### src/rtl/mem_arb_pkg.sv
// mem_arb_pkg: shared FSM state encoding and default sizes for the DRAM round-robin arbiter
// Contents: state_t (IDLE, ISSUE, WAIT, DONE); N_PORTS_DEF, AW_DEF, DW_DEF defaults.
package mem_arb_pkg;
    typedef enum logic [1:0] {IDLE, ISSUE, WAIT, DONE} state_t;
    localparam int N_PORTS_DEF = 8;
    localparam int AW_DEF      = 8;
    localparam int DW_DEF      = 8;
endpackage

### src/rtl/rr_priority_picker.sv
// rr_priority_picker: combinational round-robin pick, first requester after ptr (mod N_PORTS)
// Ports: req  in  N_PORTS  request vector
//        ptr  in  PW       last granted port (lowest priority)
//        grant out PW      selected port index
//        valid out 1       any request present
module rr_priority_picker
    import mem_arb_pkg::*;
#(
    parameter int N_PORTS = N_PORTS_DEF,
    localparam int PW = $clog2(N_PORTS)
) (
    input  logic [N_PORTS-1:0] req,
    input  logic [PW-1:0]      ptr,
    output logic [PW-1:0]      grant,
    output logic               valid
);
    logic [N_PORTS-1:0] rot;
    int off;
    // rot[j] is port ptr+1+j, so bit 0 holds the highest-priority port
    always_comb begin
        for (int j = 0; j < N_PORTS; j++) rot[j] = req[PW'((int'(ptr) + 1 + j) % N_PORTS)];
        off = 0;
        for (int j = N_PORTS - 1; j >= 0; j--) if (rot[j]) off = j;
        valid = |rot;
        grant = PW'((int'(ptr) + 1 + off) % N_PORTS);
    end
endmodule

### src/rtl/dram_rr_arbiter.sv
// dram_rr_arbiter: round-robin arbiter between N_PORTS cores and a single-port data RAM
// Ports: clk, rst_n (async active-low)
//        rden/wren  in  N_PORTS     per-core level requests, held until acq
//        addr/din   in  packed      per-core address / write data
//        ram_q      in  DW          RAM registered read data
//        acq        out N_PORTS     one-cycle completion pulse
//        dq         out N_PORTS*DW  per-core registered read data
//        ram_addr/ram_din/ram_wren  registered RAM controls
//        busy       out 1           request pending or FSM active
module dram_rr_arbiter
    import mem_arb_pkg::*;
#(
    parameter int N_PORTS = N_PORTS_DEF,
    parameter int AW      = AW_DEF,
    parameter int DW      = DW_DEF,
    parameter int RAM_LAT = 1
) (
    input  logic                  clk,
    input  logic                  rst_n,
    input  logic [N_PORTS-1:0]    rden,
    input  logic [N_PORTS-1:0]    wren,
    input  logic [N_PORTS*AW-1:0] addr,
    input  logic [N_PORTS*DW-1:0] din,
    input  logic [DW-1:0]         ram_q,
    output logic [N_PORTS-1:0]    acq,
    output logic [N_PORTS*DW-1:0] dq,
    output logic [AW-1:0]         ram_addr,
    output logic [DW-1:0]         ram_din,
    output logic                  ram_wren,
    output logic                  busy
);
    localparam int PW = $clog2(N_PORTS);
    localparam int CW = (RAM_LAT > 1) ? $clog2(RAM_LAT) : 1;
    state_t state, state_nx;
    logic [N_PORTS-1:0] req;
    logic [PW-1:0] ptr, g, grant;
    logic [CW-1:0] cnt;
    logic valid, is_wr;
    assign req  = rden | wren;
    assign busy = (|req) | (state != IDLE);
    rr_priority_picker #(.N_PORTS(N_PORTS)) u_pick (
        .req  (req),
        .ptr  (ptr),
        .grant(grant),
        .valid(valid)
    );
    always_ff @(posedge clk or negedge rst_n)
        if (!rst_n) state <= IDLE;
        else state <= state_nx;
    always_comb begin
        state_nx = state;
        case (state)
            IDLE:    state_nx = valid ? ISSUE : IDLE;
            ISSUE:   state_nx = WAIT;
            WAIT:    state_nx = (cnt == '0) ? DONE : WAIT;
            default: state_nx = IDLE;
        endcase
    end
    // cnt counts down to zero over RAM_LAT WAIT cycles; ram_q is valid in the last one,
    // so acq and the dq capture are registered together on the WAIT->DONE edge
    always_ff @(posedge clk or negedge rst_n)
        if (!rst_n) begin
            acq      <= '0;
            dq       <= '0;
            ram_addr <= '0;
            ram_din  <= '0;
            ram_wren <= 1'b0;
            ptr      <= PW'(N_PORTS - 1);
            g        <= '0;
            is_wr    <= 1'b0;
            cnt      <= '0;
        end else begin
            acq <= '0;
            case (state)
                IDLE: begin
                    ram_wren <= valid & wren[grant];
                    if (valid) begin
                        g        <= grant;
                        ptr      <= grant;
                        is_wr    <= wren[grant];
                        ram_addr <= addr[int'(grant)*AW +: AW];
                        ram_din  <= din[int'(grant)*DW +: DW];
                    end
                end
                ISSUE: begin
                    ram_wren <= 1'b0;
                    cnt      <= CW'(RAM_LAT - 1);
                end
                WAIT:
                    if (cnt == '0) begin
                        acq[g] <= 1'b1;
                        if (!is_wr) dq[int'(g)*DW +: DW] <= ram_q;
                    end else cnt <= cnt - 1'b1;
                default: ;
            endcase
        end
endmodule

### config.mk
export PLATFORM = sky130hd
export DESIGN_NAME = dram_rr_arbiter
export DESIGN_NICKNAME = d
export VERILOG_FILES = /design/src/rtl/mem_arb_pkg.sv /design/src/rtl/rr_priority_picker.sv /design/src/rtl/dram_rr_arbiter.sv
export SDC_FILE = /design/constraint.sdc
export NUM_CORES = 1
export LEC_CHECK = 0
export CAP_MARGIN = 20
export CORE_MARGIN = 8
export CORE_UTILIZATION = 38
export CTS_BUF_LIST = sky130_fd_sc_hd__clkbuf_4
export DETAILED_ROUTE_END_ITERATION = 12
export PLACE_DENSITY_LB_ADDON = 0.1
export SLEW_MARGIN = 5
export SYNTH_ARGS = -nofsm -noshare
export SYNTH_HDL_FRONTEND = slang
export SYNTH_SLANG_ARGS = --single-unit
### constraint.sdc
create_clock -name clk -period 5.65 [get_ports clk]
set_input_delay 1.13 -clock clk [delete_from_list [all_inputs] [get_ports clk]]
set_output_delay 1.13 -clock clk [all_outputs]
set_load 0.02 [all_outputs]
==> run_results.csv <==
group,metric,value,unit
placed_design,gp_congestion,0.808,
floorplan,die_height,135,um
floorplan,die_w,135,um
placed_design,portBuffers,243,
pwr,internal-power,3230,uW
synth,synth_mux_area_share,22.4,%
floorplan,ios,244,
worst_setup_path,path_cells,"clkdlybuf4s50_1 > nor2_1 > a21oi_1 > mux4_2 > nor2b_1 > o21ai_0 > a31o_2 > a21oi_1 > ha_2 > inv_1 > fa_1 > xor2_1 > xnor2_4 > mux2i_1 > o31ai_1",
synth,synth_top_family_by_area,"multiplexers",
sta,fin_skew,0.0115,ns
synth,synth_nets,663,
worst_setup_path,cp_max_fo,19,
floorplan,core_area,13900,sq um
worst_setup_path,slowest_delay,0.70,ns
finish,layout_common_cells,"clkdlybuf4s50_1 (242), nand2_1 (122), dfrtp_1 (95)",
sta,hold_viol,0,
worst_hold_path,min_path_type,"in -> async",
sta,setup_ws,0.659,ns
synth,synth_simple_gate_area_share,15.4,%
floorplan,die-area,18300,sq um
sta,min_period_over_period,88.3,%
worst_setup_path,reg2reg_from,"ptr[0]",
clocking,path_clk_slew,0.16,ns
synth,synth_compound_area_share,9.73,%
pwr,p_seq_share,21.9,%
drt,num_vias,4712,
worst_setup_path,slowest_stage,"xnor2_4",
drt,drt_iter0_drc,216,
sta,finalMaxSlewViolations,0,
worst_setup_path,r2r_cells,15,
pwr,p_sw,2480,uW
global_route,gr-total-overflow,0,
clocking,clock_latency,0.45,ns
flow_run,cap_violations,0,
drt,drc,0,
synth,ys_seq_area_share,45.4,%
global_route,grt_usage,18.8,%
drt,firstDrtPassIters,4,
worst_setup_path,worstSetupStartpointType,"primary input",
sta,final.setup.tns,0,ns
drt,vias_per_cell,5.13,
synth,synth_xor_area_share,1.13,%
finish,fill_cells,1178,
worst_setup_path,crit_family,"XOR/XNOR gates",
pwr,leakage,0.00338,uW
synth,syn_area_per_cell,10.9,sq um
worst_setup_path,worstPathRequired,5.98,ns
global_route,grt_pass1_wl,27000,um
drt,routed_wl,17300,um
finish,finalNetCount,898,
sta,setup_violations,0,
clocking,clk_path_buf_depth,2,
pwr,power_density,698,nW/um^2
clocking,hold_buffers,0,
synth,synthAdderAreaFrac,2.91,%
synth,syn_inst,497,
clocking,cts_resized,0,
worst_setup_path,crit_type,"in -> reg",
synth,synth_area,5410,sq um
placed_design,hpwl,14400,um
sta,relSlewSlack,42.6,%
clocking,cts_tree,"done",
pwr,ir_worst_vdd,0.000433,V
sta,rsz0062_at_grt,"no",
finish,final_common_cell,"clkdlybuf4s50_1",
drt,wl_per_cell,18.9,um
sta,fmax,200,MHz
synth,ys_async_sr_fraction,100,%
pwr,pwr-share-clk,5.9,%
sta,worst_slew_pin_slew,0.854,ns
floorplan,start_util,39.0,%
global_route,grt_max_degree,85,
status,status,"finished, final reports clean",
synth,yosys_warnings,0,
worst_setup_path,crit_buf_inv,2,
drt,ant_nets,0,
synth,yosysUniqueCellTypes,42,
worst_setup_path,worstPathArrival,5.33,ns
finish,drive_gt1_share,12.3,%
floorplan,rows,43,
worst_setup_path,reg2reg_slack,0.79,ns
placed_design,dp_slack,0.143,ns
clocking,cts_buffers,9,
clocking,post_cts_buffers,0,
clocking,htreeDepth,3,
clocking,clock_sinks,98,
synth,ys.flop_type,"dfrtp_1",
synth,synth-edff-count,0,
worst_setup_path,r2r-end,"ram_wren",
worst_setup_path,cp_common_cell,"a21oi_1",
finish,area_delta_synth_final,51.0,%
global_route,grt_pass1_vias,5025,
pwr,p_sw_share,43.5,%
worst_setup_path,endpoint_kind,"flip-flop",
global_route,antenna_found_initial,1,
sta,min_period,4.99,ns
synth,ys_ff_latch,98,
clocking,cts-root-buf,"clkbuf_4",
pwr,combPwrFrac,72.2,%
cell usage after synthesis (2+ instances only):
cell type	instances	area, sq um
a21oi_1	7	35.0
dfrtp_1	95	2380
nor4bb_1	4	40.0
a21o_1	4	30.0
o21ai_0	59	295
inv_1	9	33.8
nor2_1	15	56.3
nor4_1	10	62.6
mux2_2	14	158
clkbuf_1	21	78.8
o21ai_1	18	90.1
buf_4	2	15.0
nor3_2	4	40.0
mux2i_1	20	200
xor2_1	2	17.5
o31ai_1	2	15.0
mux4_2	38	856
buf_2	2	10.0
dfstp_2	3	78.8
nor3_1	4	20.0
ha_1	11	138
buf_6	2	22.5
nand4_1	2	12.5
nor4b_1	9	78.8
nor3b_1	2	15.0
nand2_1	122	458
sequential cells by signal (all words and copies together), names as in the netlist, 2 cells and up:
name and count:
g 3, ptr 3, ram_addr 8, state 2, dq 64, acq 8, ram_din 8
worst max path at each step:
| stage | end | depth (start not counted) | start | slack, ns |
|---|---|---|---|---|
| after floorplan | ram_addr[7] | 20 | ptr[0] | 1.05 |
| after global placement | ram_wren | 15 | wren[2] | 0.34 |
| after detailed placement | ram_wren | 15 | wren[2] | 0.14 |
| after CTS | ram_wren | 15 | wren[2] | 0.65 |
| after global routing | ram_wren | 15 | wren[6] | 0.38 |
| final | ram_wren | 15 | wren[2] | 0.66 |
power by group through the flow:
stage               Sequential, uW  Clock [uW]  Combinational (uW)
global route                  1290         382                4480
floorplan                     1570           0                2500
finish                        1250         336                4120
global placement              1250           0                4140
CTS                           1250         352                4200
detailed placement            1270           0                4190
area by class of cell:
class | count | area (sq um) | share of cell area (%)
Clock inverter | 7 | 52.6 | 0.643
Clock buffer | 9 | 67.6 | 0.826
Tap cell | 180 | 225 | 2.75
Inverter | 9 | 33.8 | 0.413
Antenna cell | 1 | 2.50 | 0.0306
Sequential cell | 98 | 2460 | 30.0
Timing Repair Buffer | 252 | 2530 | 31.0
Multi-Input combinational cell | 362 | 2800 | 34.3
metal layers:
layer | global-route usage, % | routed length, um | vias up
met5 | 0 | 0 | -
met4 | 6.54 | 337 | 0
met3 | 6.16 | 1530 | 19
met2 | 33.0 | 8680 | 182
met1 | 20.8 | 6770 | 2240
li1 | - | - | 2271
logic make-up (layout without fill, tap and decap cells):
family,after synthesis,in the layout
flip-flops,98,98
AO/OA/AOI/OAI,95,95
buffers and inverters,37,277
AND/OR/NAND/NOR,179,179
other,0,1
multiplexers,72,72
adder cells (fa/ha/maj),12,12
XOR/XNOR,4,4
worst register-to-register path, stage by stage (launching register included):
cell and delay, ns:
dfstp_2 0.55, buf_4 0.28, ha_1 0.25, xnor2_2 0.22, mux4_2 0.58, nor2b_1 0.33, o21ai_0 0.16, a31o_2 0.28
a21oi_1 0.15, ha_2 0.18, inv_1 0.05, fa_1 0.40, xor2_1 0.22, xnor2_4 0.70, mux2i_1 0.33, o31ai_1 0.09
per-stage QoR:
step / hold WS [ns] / area [sq um] / utilization, % / std cells / total power (uW)
floorplan: 0.452 / 5410 / - / 497 / 4070
global placement: 0.461 / 8030 / 57.9 / 900 / 5400
detailed placement: 0.472 / 8030 / 57.9 / 900 / 5460
CTS: 0.463 / 8150 / 58.7 / 916 / 5800
global route: 0.464 / 8180 / 58.9 / 918 / 6160
finish: 0.493 / 8180 / 58.9 / 918 / 5700
Note: power is estimated with default switching activity, not from simulation.
